File: config.mk
export PLATFORM = sky130hd
export DESIGN_NAME = pc_seq_ctrl_flat
export DESIGN_NICKNAME = d
export VERILOG_FILES = /design/src/rtl/pc_seq_ctrl_if.sv /design/src/rtl/pc_seq_ctrl.sv /design/src/flat_wrapper.sv
export SDC_FILE = /design/constraint.sdc
export NUM_CORES = 1
export LEC_CHECK = 0
export ABC_AREA = 1
export CAP_MARGIN = 25
export CORE_ASPECT_RATIO = 0.7
export CORE_MARGIN = 2
export CORE_UTILIZATION = 52
export CTS_CLUSTER_DIAMETER = 120
export DETAILED_ROUTE_END_ITERATION = 8
export PLACE_DENSITY = 0.95
export SYNTH_ARGS = -nofsm -noshare
export SYNTH_HDL_FRONTEND = slang
export SYNTH_SLANG_ARGS = --single-unit
File: constraint.sdc
create_clock -name clk -period 2.5 [get_ports clk]
set_input_delay 0.25 -clock clk [delete_from_list [all_inputs] [get_ports clk]]
set_output_delay 0.25 -clock clk [all_outputs]
set_load 0.03 [all_outputs]
File: src/rtl/pc_seq_ctrl_if.sv
// pc_seq_ctrl_if: fetch-control bus between hazard/branch/I-mem sources and the PC sequencer
interface pc_seq_ctrl_if #(
  parameter int PC_W  = 16,
  parameter int CNT_W = 8
);
  logic [PC_W-1:0]  pc_cur;
  logic             stall_req;
  logic             br_taken;
  logic [PC_W-1:0]  br_target;
  logic             halt_det;
  logic             imem_rdy;
  logic [PC_W-1:0]  pc_in;
  logic             pc_wr_en;
  logic             ifid_wr_en;
  logic             ifid_flush;
  logic             halted;
  logic [CNT_W-1:0] stall_cnt;
  modport master (
    output pc_cur, stall_req, br_taken, br_target, halt_det, imem_rdy,
    input  pc_in, pc_wr_en, ifid_wr_en, ifid_flush, halted, stall_cnt
  );
  modport slave (
    input  pc_cur, stall_req, br_taken, br_target, halt_det, imem_rdy,
    output pc_in, pc_wr_en, ifid_wr_en, ifid_flush, halted, stall_cnt
  );
endinterface

File: src/rtl/pc_seq_ctrl.sv
// pc_seq_ctrl: next-PC sequencer arbitrating fetch, redirect, stall, I-mem miss and halt
module pc_seq_ctrl #(
  parameter int PC_W      = 16,
  parameter int INC       = 2,
  parameter int FLUSH_CYC = 1,
  parameter int CNT_W     = 8
) (
  input logic         clk,
  input logic         rst,
  pc_seq_ctrl_if.slave bus
);
  typedef enum logic [1:0] {RUN, FLUSH, MISS, HALT} state_t;
  localparam state_t     BR_STATE = (FLUSH_CYC > 1) ? FLUSH : RUN;
  localparam logic [1:0] FL_LOAD  = 2'(FLUSH_CYC - 1);
  state_t           state, nxt_state;
  logic [1:0]       flush_cnt, nxt_flush;
  logic             pend_vld, nxt_pend_vld;
  logic [PC_W-1:0]  pend_tgt, nxt_pend_tgt;
  logic [PC_W-1:0]  seq_pc, br_pc, pc_in, redir_pc;
  logic             pc_wr, ifid_wr, flush, redir;
  logic [CNT_W-1:0] stall_cnt;
  assign seq_pc = bus.pc_cur + PC_W'(INC);
  assign br_pc  = {bus.br_target[PC_W-1:1], 1'b0};
  // next-state and output arbitration; a redirect (live branch or pending one after a miss) is applied after the case
  always_comb begin
    pc_in        = bus.pc_cur;
    pc_wr        = 1'b0;
    ifid_wr      = 1'b0;
    flush        = 1'b0;
    redir        = 1'b0;
    redir_pc     = br_pc;
    nxt_state    = state;
    nxt_flush    = flush_cnt;
    nxt_pend_vld = pend_vld;
    nxt_pend_tgt = pend_tgt;
    case (state)
      RUN, FLUSH: begin
        if (bus.br_taken) redir = 1'b1;
        else if (bus.halt_det) nxt_state = HALT;
        else if (!bus.imem_rdy) begin
          flush     = 1'b1;
          nxt_state = MISS;
        end else if (bus.stall_req) flush = (state == FLUSH);
        else if (state == FLUSH) begin
          pc_in     = seq_pc;
          pc_wr     = 1'b1;
          flush     = 1'b1;
          nxt_flush = flush_cnt - 2'd1;
          nxt_state = (flush_cnt == 2'd1) ? RUN : FLUSH;
        end else begin
          pc_in   = seq_pc;
          pc_wr   = 1'b1;
          ifid_wr = 1'b1;
        end
      end
      MISS: begin
        if (!bus.imem_rdy) begin
          flush        = 1'b1;
          nxt_pend_vld = pend_vld | bus.br_taken;
          nxt_pend_tgt = bus.br_taken ? br_pc : pend_tgt;
        end else if (bus.br_taken || pend_vld) begin
          redir        = 1'b1;
          redir_pc     = bus.br_taken ? br_pc : pend_tgt;
          nxt_pend_vld = 1'b0;
        end else begin
          pc_in     = seq_pc;
          pc_wr     = 1'b1;
          ifid_wr   = 1'b1;
          nxt_state = RUN;
        end
      end
      default: ;
    endcase
    if (redir) begin
      pc_in     = redir_pc;
      pc_wr     = 1'b1;
      ifid_wr   = 1'b0;
      flush     = 1'b1;
      nxt_state = BR_STATE;
      nxt_flush = FL_LOAD;
    end
  end
  // controller state, flush countdown and pending miss-time redirect
  always_ff @(posedge clk or posedge rst) begin
    if (rst) begin
      state     <= RUN;
      flush_cnt <= 2'd0;
      pend_vld  <= 1'b0;
      pend_tgt  <= '0;
    end else begin
      state     <= nxt_state;
      flush_cnt <= nxt_flush;
      pend_vld  <= nxt_pend_vld;
      pend_tgt  <= nxt_pend_tgt;
    end
  end
  // saturating count of non-halted cycles in which the PC did not advance
  always_ff @(posedge clk or posedge rst) begin
    if (rst) stall_cnt <= '0;
    else if (state != HALT && !pc_wr && stall_cnt != '1) stall_cnt <= stall_cnt + CNT_W'(1);
  end
  assign bus.pc_in      = rst ? '0 : pc_in;
  assign bus.pc_wr_en   = !rst && pc_wr;
  assign bus.ifid_wr_en = !rst && ifid_wr;
  assign bus.ifid_flush = !rst && flush;
  assign bus.halted     = !rst && state == HALT;
  assign bus.stall_cnt  = stall_cnt;
endmodule

File: src/flat_wrapper.sv
// flat-port wrapper written by rule: the top's interface ports become plain ports
module pc_seq_ctrl_flat 
#(
  parameter int PC_W      = 16,
  parameter int INC       = 2,
  parameter int FLUSH_CYC = 1,
  parameter int CNT_W     = 8
)
  (clk, rst, bus_pc_cur, bus_stall_req, bus_br_taken, bus_br_target, bus_halt_det, bus_imem_rdy, bus_pc_in, bus_pc_wr_en, bus_ifid_wr_en, bus_ifid_flush, bus_halted, bus_stall_cnt);
  pc_seq_ctrl_if #(.PC_W(PC_W), .CNT_W(CNT_W)) bus_i ();
  input logic clk;
  input logic rst;
  input wire logic [$bits(bus_i.pc_cur)-1:0] bus_pc_cur;
  input wire logic [$bits(bus_i.stall_req)-1:0] bus_stall_req;
  input wire logic [$bits(bus_i.br_taken)-1:0] bus_br_taken;
  input wire logic [$bits(bus_i.br_target)-1:0] bus_br_target;
  input wire logic [$bits(bus_i.halt_det)-1:0] bus_halt_det;
  input wire logic [$bits(bus_i.imem_rdy)-1:0] bus_imem_rdy;
  output wire logic [$bits(bus_i.pc_in)-1:0] bus_pc_in;
  output wire logic [$bits(bus_i.pc_wr_en)-1:0] bus_pc_wr_en;
  output wire logic [$bits(bus_i.ifid_wr_en)-1:0] bus_ifid_wr_en;
  output wire logic [$bits(bus_i.ifid_flush)-1:0] bus_ifid_flush;
  output wire logic [$bits(bus_i.halted)-1:0] bus_halted;
  output wire logic [$bits(bus_i.stall_cnt)-1:0] bus_stall_cnt;
  assign bus_i.pc_cur = bus_pc_cur;
  assign bus_i.stall_req = bus_stall_req;
  assign bus_i.br_taken = bus_br_taken;
  assign bus_i.br_target = bus_br_target;
  assign bus_i.halt_det = bus_halt_det;
  assign bus_i.imem_rdy = bus_imem_rdy;
  assign bus_pc_in = bus_i.pc_in;
  assign bus_pc_wr_en = bus_i.pc_wr_en;
  assign bus_ifid_wr_en = bus_i.ifid_wr_en;
  assign bus_ifid_flush = bus_i.ifid_flush;
  assign bus_halted = bus_i.halted;
  assign bus_stall_cnt = bus_i.stall_cnt;
  pc_seq_ctrl #(.PC_W(PC_W), .INC(INC), .FLUSH_CYC(FLUSH_CYC), .CNT_W(CNT_W)) u_core (.clk(clk), .rst(rst), .bus(bus_i));
endmodule
# Yosys cells after proc, flatten, opt, wreduce, memory -nomap -nowiden
# Index checks and enable logic that the tools add are counted.
op_classes:
  n_reduce_logical: 19
  muxes: 59
  n_eq_ne: 15
  n_bitwise: 2
  add_sub_neg: 3
ops:
  columns: ["operator", "n"]
  rows:
  - ["two-way mux 16 bit", 12]
  - ["case mux 16 bit (2 select lines)", 1]
  - ["two-way mux 2 bit", 15]
  - ["two-way mux 1 bit", 26]
  - ["adder 16 x 2 -> 16 bit, second input constant", 1]
  - ["AND reduction 6 bit", 2]
  - ["!= test 3 x 2 -> 1 bit, second input constant", 3]
  - ["adder 8 x 1 -> 8 bit, second input constant", 1]
  - ["!= test 2 x 1 -> 1 bit, second input constant", 4]
  - ["!= test 8 bit, second input constant", 1]
  - ["case mux 1 bit (2 select lines)", 4]
  - ["logical AND 1 bit", 6]
  - ["nonzero test 2 bit", 3]
  - ["!= test 5 x 3 -> 1 bit, second input constant", 1]
  - ["!= test 5 x 4 -> 1 bit, second input constant", 1]
  - ["equality test 2 x 1 -> 1 bit, second input constant", 2]
  - ["equality test 2 bit, second input constant", 2]
  - ["case mux 2 bit (2 select lines)", 1]
  - ["AND reduction 2 bit", 2]
  - ["nonzero test 3 bit", 1]
  - ["zero test 1 bit", 2]
  - ["zero test 2 bit", 1]
  - ["!= test 2 bit, second input constant", 1]
  - ["OR reduction 2 bit", 1]
  - ["4 further kinds", 4]
word_totals:
  regBits: 29
  elab_cells: 103
  input_bits: 38
  out_inout_bits: 28

# Longest topological paths before layout
# Gate-level depths: netlist of run 1.
depth:
  depth_word: 9
  depth_mapped: 10
  ltp_nobuf: 10

# Worst setup path before layout of run 1
# Ideal clock, no wire load.
synth_timing:
  kind: "flip-flop to output port"
  start: "register u_core.pend_vld"
  end: "output bus_pc_in[11]"
  arrival_time_ns: 1.615
  path_buffers: 1
  required_time_ns: 2.250
  slack_ns: 0.635
  stages_incl_launch_ff: 9
  cell_sequence: "dfrtp_1 > nor2_1 > nand3_1 > nand2_4 > buf_8 > nand2_1 > nand2_1 > nand2_1 > a21oi_1"
synth_between:
  elab_chain_cells: 6
  word_cells_on_any_way: 12
  classes_between: "11 x mux; 1 x reduce/logical"
synth_rtl:
  columns: ["item", "line_no", "text"]
  rows:
  - ["start: declaration", "pc_seq_ctrl.sv:17", "logic pend_vld, nxt_pend_vld;"]
  - ["start signal: assignment", "pc_seq_ctrl.sv:93", "pend_vld <= nxt_pend_vld;"]
  - ["logical OR 1 bit *", "pc_seq_ctrl.sv:61", "end else if (bus.br_taken || pend_vld) begin"]
  - ["two-way mux 16 bit or two-way mux 1 bit (tied branches)", "pc_seq_ctrl.sv:61", null]
  - ["two-way mux 16 bit or two-way mux 1 bit (tied branches)", "pc_seq_ctrl.sv:57", "if (!bus.imem_rdy) begin"]
  - ["case mux 16 bit (2 select lines), or another cell as far along", "pc_seq_ctrl.sv:36", "case (state)"]
  - ["two-way mux 16 bit *", "pc_seq_ctrl.sv:74", "if (redir) begin"]
  - ["two-way mux 16 bit *", "pc_seq_ctrl.sv:102", "assign bus.pc_in = rst ? '0 : pc_in;"]
  - ["end: declaration", "flat_wrapper.sv:19", "output wire logic [$bits(bus_i.pc_in)-1:0] bus_pc_in;"]
# Every way passes the cells marked *; elsewhere a longest branch is shown, timed or not.

# Worst setup path in the final report of run 1
layout_timing:
  start: "input bus_pc_cur[1]"
  end: "output bus_pc_in[11]"
layout_between:
  elab_chain_cells: 8
  word_cells_on_any_way: 10
  classes_between: "1 x add/sub; 9 x mux"
layout_rtl:
  columns: ["item", "line_no", "text"]
  rows:
  - ["start: declaration", "flat_wrapper.sv:13", "input wire logic [$bits(bus_i.pc_cur)-1:0] bus_pc_cur;"]
  - ["adder 16 x 2 -> 16 bit *", "pc_seq_ctrl.sv:22", "assign seq_pc = bus.pc_cur + PC_W'(INC);"]
  - ["two-way mux 16 bit", "pc_seq_ctrl.sv:43", "end else if (bus.stall_req) flush = (state == FLUSH);"]
  - ["two-way mux 16 bit", "pc_seq_ctrl.sv:40", "else if (!bus.imem_rdy) begin"]
  - ["two-way mux 16 bit", "pc_seq_ctrl.sv:39", "else if (bus.halt_det) nxt_state = HALT;"]
  - ["two-way mux 16 bit", "pc_seq_ctrl.sv:38", "if (bus.br_taken) redir = 1'b1;"]
  - ["case mux 16 bit (2 select lines) *", "pc_seq_ctrl.sv:36", null]
  - ["two-way mux 16 bit *", "pc_seq_ctrl.sv:74", null]
  - ["two-way mux 16 bit *", "pc_seq_ctrl.sv:102", null]
# Marks and branches as above.

==> metrics.md, run 1 <==
| Metric | Value |
|---|---|
| Worst Setup End Kind | `output port` |
| N_diodes | `0` |
| Largest net degree at the start of global routing | `31` |
| Clock buffer count from CTS | `5` |
| Clock Skews | `0.00550 ns` |
| Worst r2r src | `u_core.state[0]` |
| Initial antenna violation count | `0` |
| EDFF count, synth | `0` |
| Drt drc | `0` |
| Root Driver | `clkbuf_8` |
| CTS Hold Bufs | `0` |
| # port buffers | `64` |
| RePlAce Congestion | `0.974` |
| Share of the synthesized area in the top cell type | `0.308` |
| Req. time, crit path | `2.25 ns` |
| Vias in the first global route | `2700` |
| Unrepaired setup endpoints after global routing | `no` |
| Number of synthesized register bits | `29` |
| Io pins | `66` |
| Post-Syn Nets | `401` |
| DR iter-0 viols | `352` |
| Row cnt | `20` |
| Synth warnings | `0` |
| Critical path peak fanout | `4` |
| Starting Density | `0.542` |
| Final setup viols | `0` |
| Final hold viol count | `0` |
| Synth cell types | `38` |
| CP Cell Sequence | `clkdlybuf4s50_1, buf_4, ha_1, nand3_2, nor2_4, nand3_1, nand2_1, nand2_1, nand2_1, nand2_1, a21oi_1, buf_4` |
| Max Slew Vio Count | `0` |
| # clock sinks | `29` |
| First-pass DRT Iterations | `8` |
| Worst-Skew Late Latency | `0.29 ns` |
| Status | `finished, final reports clean` |
| Syn Inst Count | `360` |
| GRT Residual Overflow | `0` |
| Chip height | `60.4 µm` |
| Via count | `2784` |
| Layout area overhead | `38.8%` |
| Remaining antenna violation count | `0` |
| Critical path's top delay family | `buffers and inverters` |
| CP startpoint | `bus_pc_cur[1]` |
| Setup TNS | `0 ns` |
| Crit-path most repeated cell | `nand2_1` |
| DP HPWL | `5470 µm` |
| Synthesized cell area | `2360 µm²` |
| Critical Path Slowest Stage Cell | `clkdlybuf4s50_1` |
| Syn Area/Cell | `6.55 µm²` |
| Routed WL | `7350 µm` |
| Core Area | `4350 µm²` |
| Rel. slew slack | `0.670` |
| Lkg Pwr | `1.61 nW` |
| Worst-margin pin slew | `0.493 ns` |
| Layout cells sized above 1 | `0.161` |
| First-pass GRT wire length | `12000 µm` |
| Largest buffer count on any clock path | `2` |
| Final min period | `2.38 ns` |
| Die Wd | `84.5 µm` |
| CTS tree | `yes` |
| Fin crit share | `0.953` |
| Fin cells | `501` |
| Final worst slack | `0.116 ns` |
| Critical path startpoint category | `input pin` |
| Kind of critical path | `input pin to output port` |
| Worst Path Arrival | `2.13 ns` |
| Max-cap violations | `0` |
| Post-Place Cells | `493` |
| Ys async rst share | `1.00` |
| Buf/Inv on CP | `3` |
| Largest cells by area after synthesis | `dfrtp_1, nand2_1, o21ai_0` |
| Nets | `486` |
| Hold Path Class | `input pin to async pin` |
| Max VDD drop | `559 µV` |
| Synth Flop Type | `dfrtp_1` |
| Post-synth top area cell | `dfrtp_1` |
| Max stage delay on crit path | `0.48 ns` |
| Power Dens Cells | `850 nW/µm²` |
| Max Clk Rate | `420 MHz` |
| Pre-CTS setup slack | `-0.0235 ns` |
| Via-to-Cell Ratio | `5.56` |
| Die Area | `5100 µm²` |
| H-tree depth | `2` |
| Clk slew on worst S/H paths | `0.06 ns` |
| Wire per inst | `14.7 µm` |
| Global Route Usage Sum | `0.302` |
| Total power | `2.79 mW` |
| Seq/Total Area, Yosys | `0.308` |
-- report_power, final --
group          switching (mW)  total [mW]  internal [mW]  leakage, nW
sequential              0.139       0.789          0.650        0.372
combinational           0.927        1.49          0.558         1.18
clock                   0.187       0.511          0.325       0.0585
total                    1.25        2.79           1.53         1.61
-- final cells by class --
| class | count | area (µm²) |
|---|---|---|
| well taps | 55 | 68.8 |
| clock buffers | 7 | 86.3 |
| clock inverters | 1 | 30.0 |
| inverters | 41 | 156 |
| flip-flops and latches | 29 | 727 |
| multi-input cells | 277 | 1410 |
| repair buffers | 91 | 802 |
| fillers | 320 | 1080 |
-- routing by layer --
layer  wire [µm]  GRT usage
met5           0          0
met4         168      0.129
met3         693     0.0585
met2        3340      0.510
met1        3150      0.390
-- cells in the final DEF, fill, tap and decap left out, types with 3 or more instances in the layout --
cell,synthesis,routed
nand2_4,3,3
xnor2_1,3,3
inv_2,4,4
clkdlybuf4s50_1,0,45
dfrtp_1,29,28
nor2_1,41,38
nor3_1,5,5
o21ai_0,44,44
a21oi_1,21,21
buf_4,1,43
nand2_1,94,94
inv_1,35,35
mux2i_1,5,5
ha_1,3,3
nand3_1,25,24
clkbuf_8,0,6
nor2_2,1,3
o221ai_1,3,3
nand4_1,4,4
xor2_1,4,4
o21ai_1,4,4
-- what timing repair did --
| action | in CTS | in global routing |
|---|---|---|
| gates resized for setup | 3 | 6 |
| setup buffers | 0 | 0 |
| endpoints found under the setup margin | 2 | 5 |
-- logic make-up after synthesis --
family	Yosys count	share of synthesized area
and+or+nand+nor	179	0.332
AOI/OAI and AO/OA	83	0.193
buffers and inverters	54	0.104
DFF	29	0.308
xor gates and xnor gates	7	0.0260
muxes	5	0.0212
adders and majority gates	3	0.0159
-- path summary, 6_finish.rpt --
kind	endpoint	slack, ns	depth (start not counted)
min	u_core.pend_tgt[15]	0.19	2
max in group asynchronous	u_core.state[1]	1.69	3
min reg2reg	u_core.pend_tgt[7]	0.49	2
min in group clk	u_core.pend_tgt[7]	0.49	2
max reg2reg	u_core.bus.stall_cnt[0]	0.62	6
max	bus_pc_in[11]	0.12	12
-- flip-flops by register name, indices dropped and copies added (netlist names) --
signal,count
u_core.pend_vld,1
u_core.bus.stall_cnt,8
u_core.pend_tgt,16
u_core.state,2
u_core.flush_cnt,2
-- per-stage QoR --
| stage | hold slack (ns) | cell area (µm²) | util |
|---|---|---|---|
| 2_1_floorplan | 0.239 | 2360 | - |
| 3_3_place_gp | 0.467 | 3140 | 0.721 |
| 3_5_place_dp | 0.478 | 3140 | 0.721 |
| 4_1_cts | 0.179 | 3260 | 0.748 |
| 5_1_grt | 0.206 | 3280 | 0.752 |
| 6_report | 0.188 | 3280 | 0.752 |
-- synth_stat cells (2+ instances only) --
master    number
a21oi_1       21
buf_2          3
buf_6          3
clkbuf_1       5
dfrtp_1       29
ha_1           3
inv_1         35
inv_2          4
mux2i_1        5
nand2_1       94
nand2_2        2
nand2_4        3
nand3_1       25
nand4_1        4
nor2_1        41
nor3_1         5
o211ai_1       2
o21a_1         2
o21ai_0       44
o21ai_1        4
o21bai_1       2
o221ai_1       3
xnor2_1        3
xor2_1         4
Note: power is estimated with default switching activity, not from simulation.
==> inputs of run 2 (changes only) <==
Settings changed: SKIP_CTS_REPAIR_TIMING from default to 1.
==> metrics.md, run 2 (same netlist as run 1, synthesis figures left out) <==
| Metric | Value |
|---|---|
| Status | `finished, final reports clean` |
| Post-Place Cells | `493` |
| # port buffers | `64` |
| Layout cells sized above 1 | `0.161` |
| DR iter-0 viols | `334` |
| H-tree depth | `2` |
| Worst Setup End Kind | `output port` |
| GRT Residual Overflow | `0` |
| Via-to-Cell Ratio | `5.58` |
| Max VDD drop | `559 µV` |
| Largest net degree at the start of global routing | `31` |
| Global Route Usage Sum | `0.302` |
| Clock Skews | `0.00630 ns` |
| First-pass GRT wire length | `12000 µm` |
| Core Area | `4350 µm²` |
| Biggest registers after layout | `u_core.pend_tgt x16, u_core.bus.stall_cnt x8` |
| Comb pwr share | `0.534` |
| # clock sinks | `29` |
| Register name with the most flops | `u_core.pend_tgt` |
| Critical path peak fanout | `4` |
| Fill cells | `317` |
| Flop pwr share | `0.283` |
| Lkg Pwr | `1.63 nW` |
| Critical path's top delay family | `buffers and inverters` |
| Crit-path most repeated cell | `nand2_1` |
| Io pins | `66` |
| Most common cell after layout, fill and taps aside | `nand2_1` |
| P_sw | `1.25 mW` |
| Clock buffer count from CTS | `5` |
| CTS tree | `yes` |
| Row cnt | `20` |
| Kind of critical path | `input pin to output port` |
| Nets | `486` |
| N_diodes | `0` |
| Via count | `2797` |
| Root Driver | `clkbuf_8` |
| Most frequent cells in the layout | `nand2_1, clkdlybuf4s50_1, o21ai_0` |
| Die Wd | `84.5 µm` |
| Clock network power share | `0.184` |
| First-pass DRT Iterations | `6` |
| DP Area | `3140 µm²` |
| Vias in the first global route | `2700` |
| Die Area | `5100 µm²` |
| Critical Path Slowest Stage Cell | `clkdlybuf4s50_1` |
| Worst-margin pin slew | `0.479 ns` |
| Hold Path Class | `input pin to async pin` |
| Wire per inst | `14.7 µm` |
| Rel. slew slack | `0.680` |
| Max Slew Vio Count | `0` |
| Switching share of total power | `0.450` |
| Layout area overhead | `39.1%` |
| Max Clk Rate | `422 MHz` |
| Unrepaired setup endpoints after global routing | `no` |
| Critical path startpoint category | `input pin` |
| Chip height | `60.4 µm` |
| Routed WL | `7340 µm` |
| Req. time, crit path | `2.25 ns` |
| Largest buffer count on any clock path | `2` |
| DP HPWL | `5470 µm` |
| Max-cap violations | `0` |
| Worst-Skew Late Latency | `0.29 ns` |
| Clk slew on worst S/H paths | `0.06 ns` |
| Fin crit share | `0.948` |
| Final min period | `2.37 ns` |
| Initial antenna violation count | `0` |
| Final setup viols | `0` |
| Worst Path Arrival | `2.12 ns` |
| Starting Density | `0.542` |
| RePlAce Congestion | `0.974` |
| Remaining antenna violation count | `0` |
| CP Cell Sequence | `clkdlybuf4s50_1, buf_4, ha_1, nand3_2, nor2_4, nand3_1, nand2_1, nand2_1, nand2_1, nand2_1, a21oi_1, buf_4` |
| Buf/Inv on CP | `3` |
| Max FFs per register | `16` |
| Design area | `3280 µm²` |
| Final hold viol count | `0` |
| Fin cells | `501` |
| Max stage delay on crit path | `0.48 ns` |
| Drt drc | `0` |
| Internal power | `1.54 mW` |
| Power Dens Cells | `850 nW/µm²` |
==> run 2: cell count changes in the layout (fill, tap and decap cells not counted) <==
cell / delta
dlygate4sd2_1: -2
dlymetal6s2s_1: +2
==> run 2: routing by layer <==
metal,GRT usage,vias up,part of all wire,wire length [µm]
li1,-,1354,-,-
met1,0.390,1243,0.42,3100
met2,0.510,181,0.46,3360
met3,0.0585,19,0.095,698
met4,0.129,0,0.025,184
met5,0,-,0,0
==> run 2: final cells by class <==
type                    count  area [µm²]  area share
clock buffers               7        86.3      0.0263
well taps                  55        68.8      0.0210
clock inverters             1        30.0     0.00915
inverters                  41         156      0.0476
multi-input cells         277        1410       0.428
repair buffers             91         810       0.247
flip-flops and latches     29         727       0.221
==> run 2: final timing paths <==
path                            cells after the start  slack (ns)                from                       to
worst min register to register                      2        0.49  u_core.pend_tgt[7]       u_core.pend_tgt[7]
worst min-delay path                                2        0.19                 rst      u_core.pend_tgt[15]
worst max-delay path                               12        0.13       bus_pc_cur[1]            bus_pc_in[11]
min in group clk                                    2        0.49  u_core.pend_tgt[7]       u_core.pend_tgt[7]
worst max register to register                      6        0.64     u_core.state[0]  u_core.bus.stall_cnt[0]
max in group asynchronous                           3        1.70                 rst          u_core.state[1]
==> run 2: stage by stage <==
| step | utilization | TNS [ns] | hold slack (ns) | total power [mW] | setup slack (ns) |
|---|---|---|---|---|---|
| 2_1_floorplan | - | 0 | 0.239 | 1.72 | 0.635 |
| 3_3_place_gp | 0.721 | 0 | 0.467 | 2.17 | 0.0203 |
| 3_5_place_dp | 0.721 | -0.0266 | 0.478 | 2.24 | -0.0235 |
| 4_1_cts | 0.748 | -0.0525 | 0.179 | 2.77 | -0.0450 |
| 5_1_grt | 0.754 | 0 | 0.206 | 2.98 | 0.0104 |
| 6_report | 0.754 | 0 | 0.187 | 2.79 | 0.130 |
==> run 2: power groups by stage <==
stage	logic (mW)	registers (mW)	clock network (mW)
6_report	1.49	0.789	0.513
5_1_grt	1.64	0.808	0.531
3_5_place_dp	1.46	0.785	0
4_1_cts	1.47	0.780	0.516
2_1_floorplan	0.887	0.829	0
3_3_place_gp	1.40	0.770	0
==> inputs of run 3 (changes only) <==
Settings changed: TNS_END_PERCENT from default to 5.
==> metrics.md, run 3 (same netlist as run 1, synthesis figures left out) <==
| Metric | Value |
|---|---|
| Status | `finished, final reports clean` |
| Critical path startpoint category | `input pin` |
| Global Route Usage Sum | `0.302` |
| Reg2reg path depth | `6` |
| Design area | `3270 µm²` |
| RePlAce Congestion | `0.974` |
| # clock sinks | `29` |
| Crit-path most repeated cell | `nand2_1` |
| Fin crit share | `0.977` |
| Max VDD drop | `559 µV` |
| Wire per inst | `14.6 µm` |
| First-pass GRT wire length | `12000 µm` |
| CP startpoint | `bus_pc_cur[1]` |
| Most frequent cells in the layout | `nand2_1, clkdlybuf4s50_1, o21ai_0, buf_4, nor2_1` |
| Clock buffer count from CTS | `5` |
| Post-Place Cells | `493` |
| Most common cell after layout, fill and taps aside | `nand2_1` |
| Req. time, crit path | `2.25 ns` |
| Remaining antenna violation count | `0` |
| Chip height | `60.4 µm` |
| Initial antenna violation count | `0` |
| RR Endpoint | `u_core.bus.stall_cnt[0]` |
| Max Slew Vio Count | `0` |
| Max-cap violations | `0` |
| Register name with the most flops | `u_core.pend_tgt` |
| Die Wd | `84.5 µm` |
| DP HPWL | `5470 µm` |
| Max Clk Rate | `409 MHz` |
| Row cnt | `20` |
| Power Dens Cells | `852 nW/µm²` |
| Worst Path Arrival | `2.19 ns` |
| Routed WL | `7290 µm` |
| H-tree depth | `2` |
| Worst-Skew Late Latency | `0.29 ns` |
| Largest buffer count on any clock path | `2` |
| Largest net degree at the start of global routing | `31` |
| Root Driver | `clkbuf_8` |
| Biggest registers after layout | `u_core.pend_tgt x16, u_core.bus.stall_cnt x8` |
| Starting Density | `0.542` |
| Vias in the first global route | `2700` |
| Io pins | `66` |
| Final setup viols | `0` |
| Reg2reg setup slack | `0.64 ns` |
| CP Cell Sequence | `clkdlybuf4s50_1, buf_4, ha_1, nand3_1, nor2_2, nand3_1, nand2_1, nand2_1, nand2_1, nand2_1, a21oi_1, buf_4` |
| GRT Residual Overflow | `0` |
| Worst-margin pin slew | `0.489 ns` |
| Kind of critical path | `input pin to output port` |
| Die Area | `5100 µm²` |
| Worst r2r src | `u_core.state[0]` |
| Rel. slew slack | `0.673` |
| Final hold viol count | `0` |
| First-pass DRT Iterations | `5` |
| Clock Skews | `0.00498 ns` |
| Critical Path Slowest Stage Cell | `clkdlybuf4s50_1` |
| Layout cells sized above 1 | `0.155` |
| Max FFs per register | `16` |
| Critical path peak fanout | `4` |
| Fin cells | `501` |
| Drt drc | `0` |
| Lkg Pwr | `1.63 nW` |
| Max stage delay on crit path | `0.48 ns` |
| DP Area | `3140 µm²` |
| Via count | `2812` |
| Unrepaired setup endpoints after global routing | `yes` |
| Layout area overhead | `38.4%` |
| Clk slew on worst S/H paths | `0.06 ns` |
| Critical path's top delay family | `buffers and inverters` |
| Nets | `486` |
| CTS tree | `yes` |
| Hold Path Class | `input pin to async pin` |
| DR iter-0 viols | `346` |
| Buf/Inv on CP | `3` |
| Worst Setup End Kind | `output port` |
| N_diodes | `0` |
| # port buffers | `64` |
| Via-to-Cell Ratio | `5.61` |
| Final min period | `2.44 ns` |
| Core Area | `4350 µm²` |
==> run 3: cell counts in the layout (fill, tap and decap cells not counted) <==
Identical to the previous run, type by type.
==> run 3: worst max-delay path by stage <==
stage | to | slack (ns) | cells past startpoint
floorplan | bus_pc_in[11] | 0.64 | 8
global placement | bus_pc_in[8] | 0.02 | 10
detailed placement | bus_pc_in[8] | -0.02 | 10
CTS | bus_pc_in[8] | -0.05 | 10
global route | bus_pc_in[11] | -0.12 | 12
finish | bus_pc_in[11] | 0.06 | 12
==> run 3: where the power goes <==
| group | internal [mW] | switching (mW) |
|---|---|---|
| Sequential | 0.648 | 0.138 |
| Clock | 0.324 | 0.189 |
| Combinational | 0.558 | 0.924 |
==> run 3: metal layers <==
metal  track usage  part of all wire  vias up
li1              -                 -     1355
met1         0.390              0.43     1258
met2         0.510              0.45      176
met3        0.0585             0.091       23
met4         0.129             0.027        0
met5             0                 0        -
==> run 3: per-stage QoR <==
stage | setup slack (ns) | power [mW] | utilization | setup TNS (ns) | hold WS [ns]
2_1_floorplan | 0.635 | 1.72 | - | 0 | 0.239
3_3_place_gp | 0.0203 | 2.17 | 0.721 | 0 | 0.467
3_5_place_dp | -0.0235 | 2.24 | 0.721 | -0.0266 | 0.478
4_1_cts | -0.0450 | 2.77 | 0.748 | -0.0525 | 0.179
5_1_grt | -0.119 | 2.97 | 0.750 | -0.193 | 0.206
6_report | 0.0577 | 2.78 | 0.750 | 0 | 0.183
==> run 3: final cells by class <==
class / count / area [µm²]
inverter: 41 / 156
timing repair buffer: 91 / 806
sequential: 29 / 726
multi-input combinational: 277 / 1390
tap: 55 / 68.8
clock buffer: 7 / 86.3
fill: 322 / 1090
clock inverter: 1 / 30.0
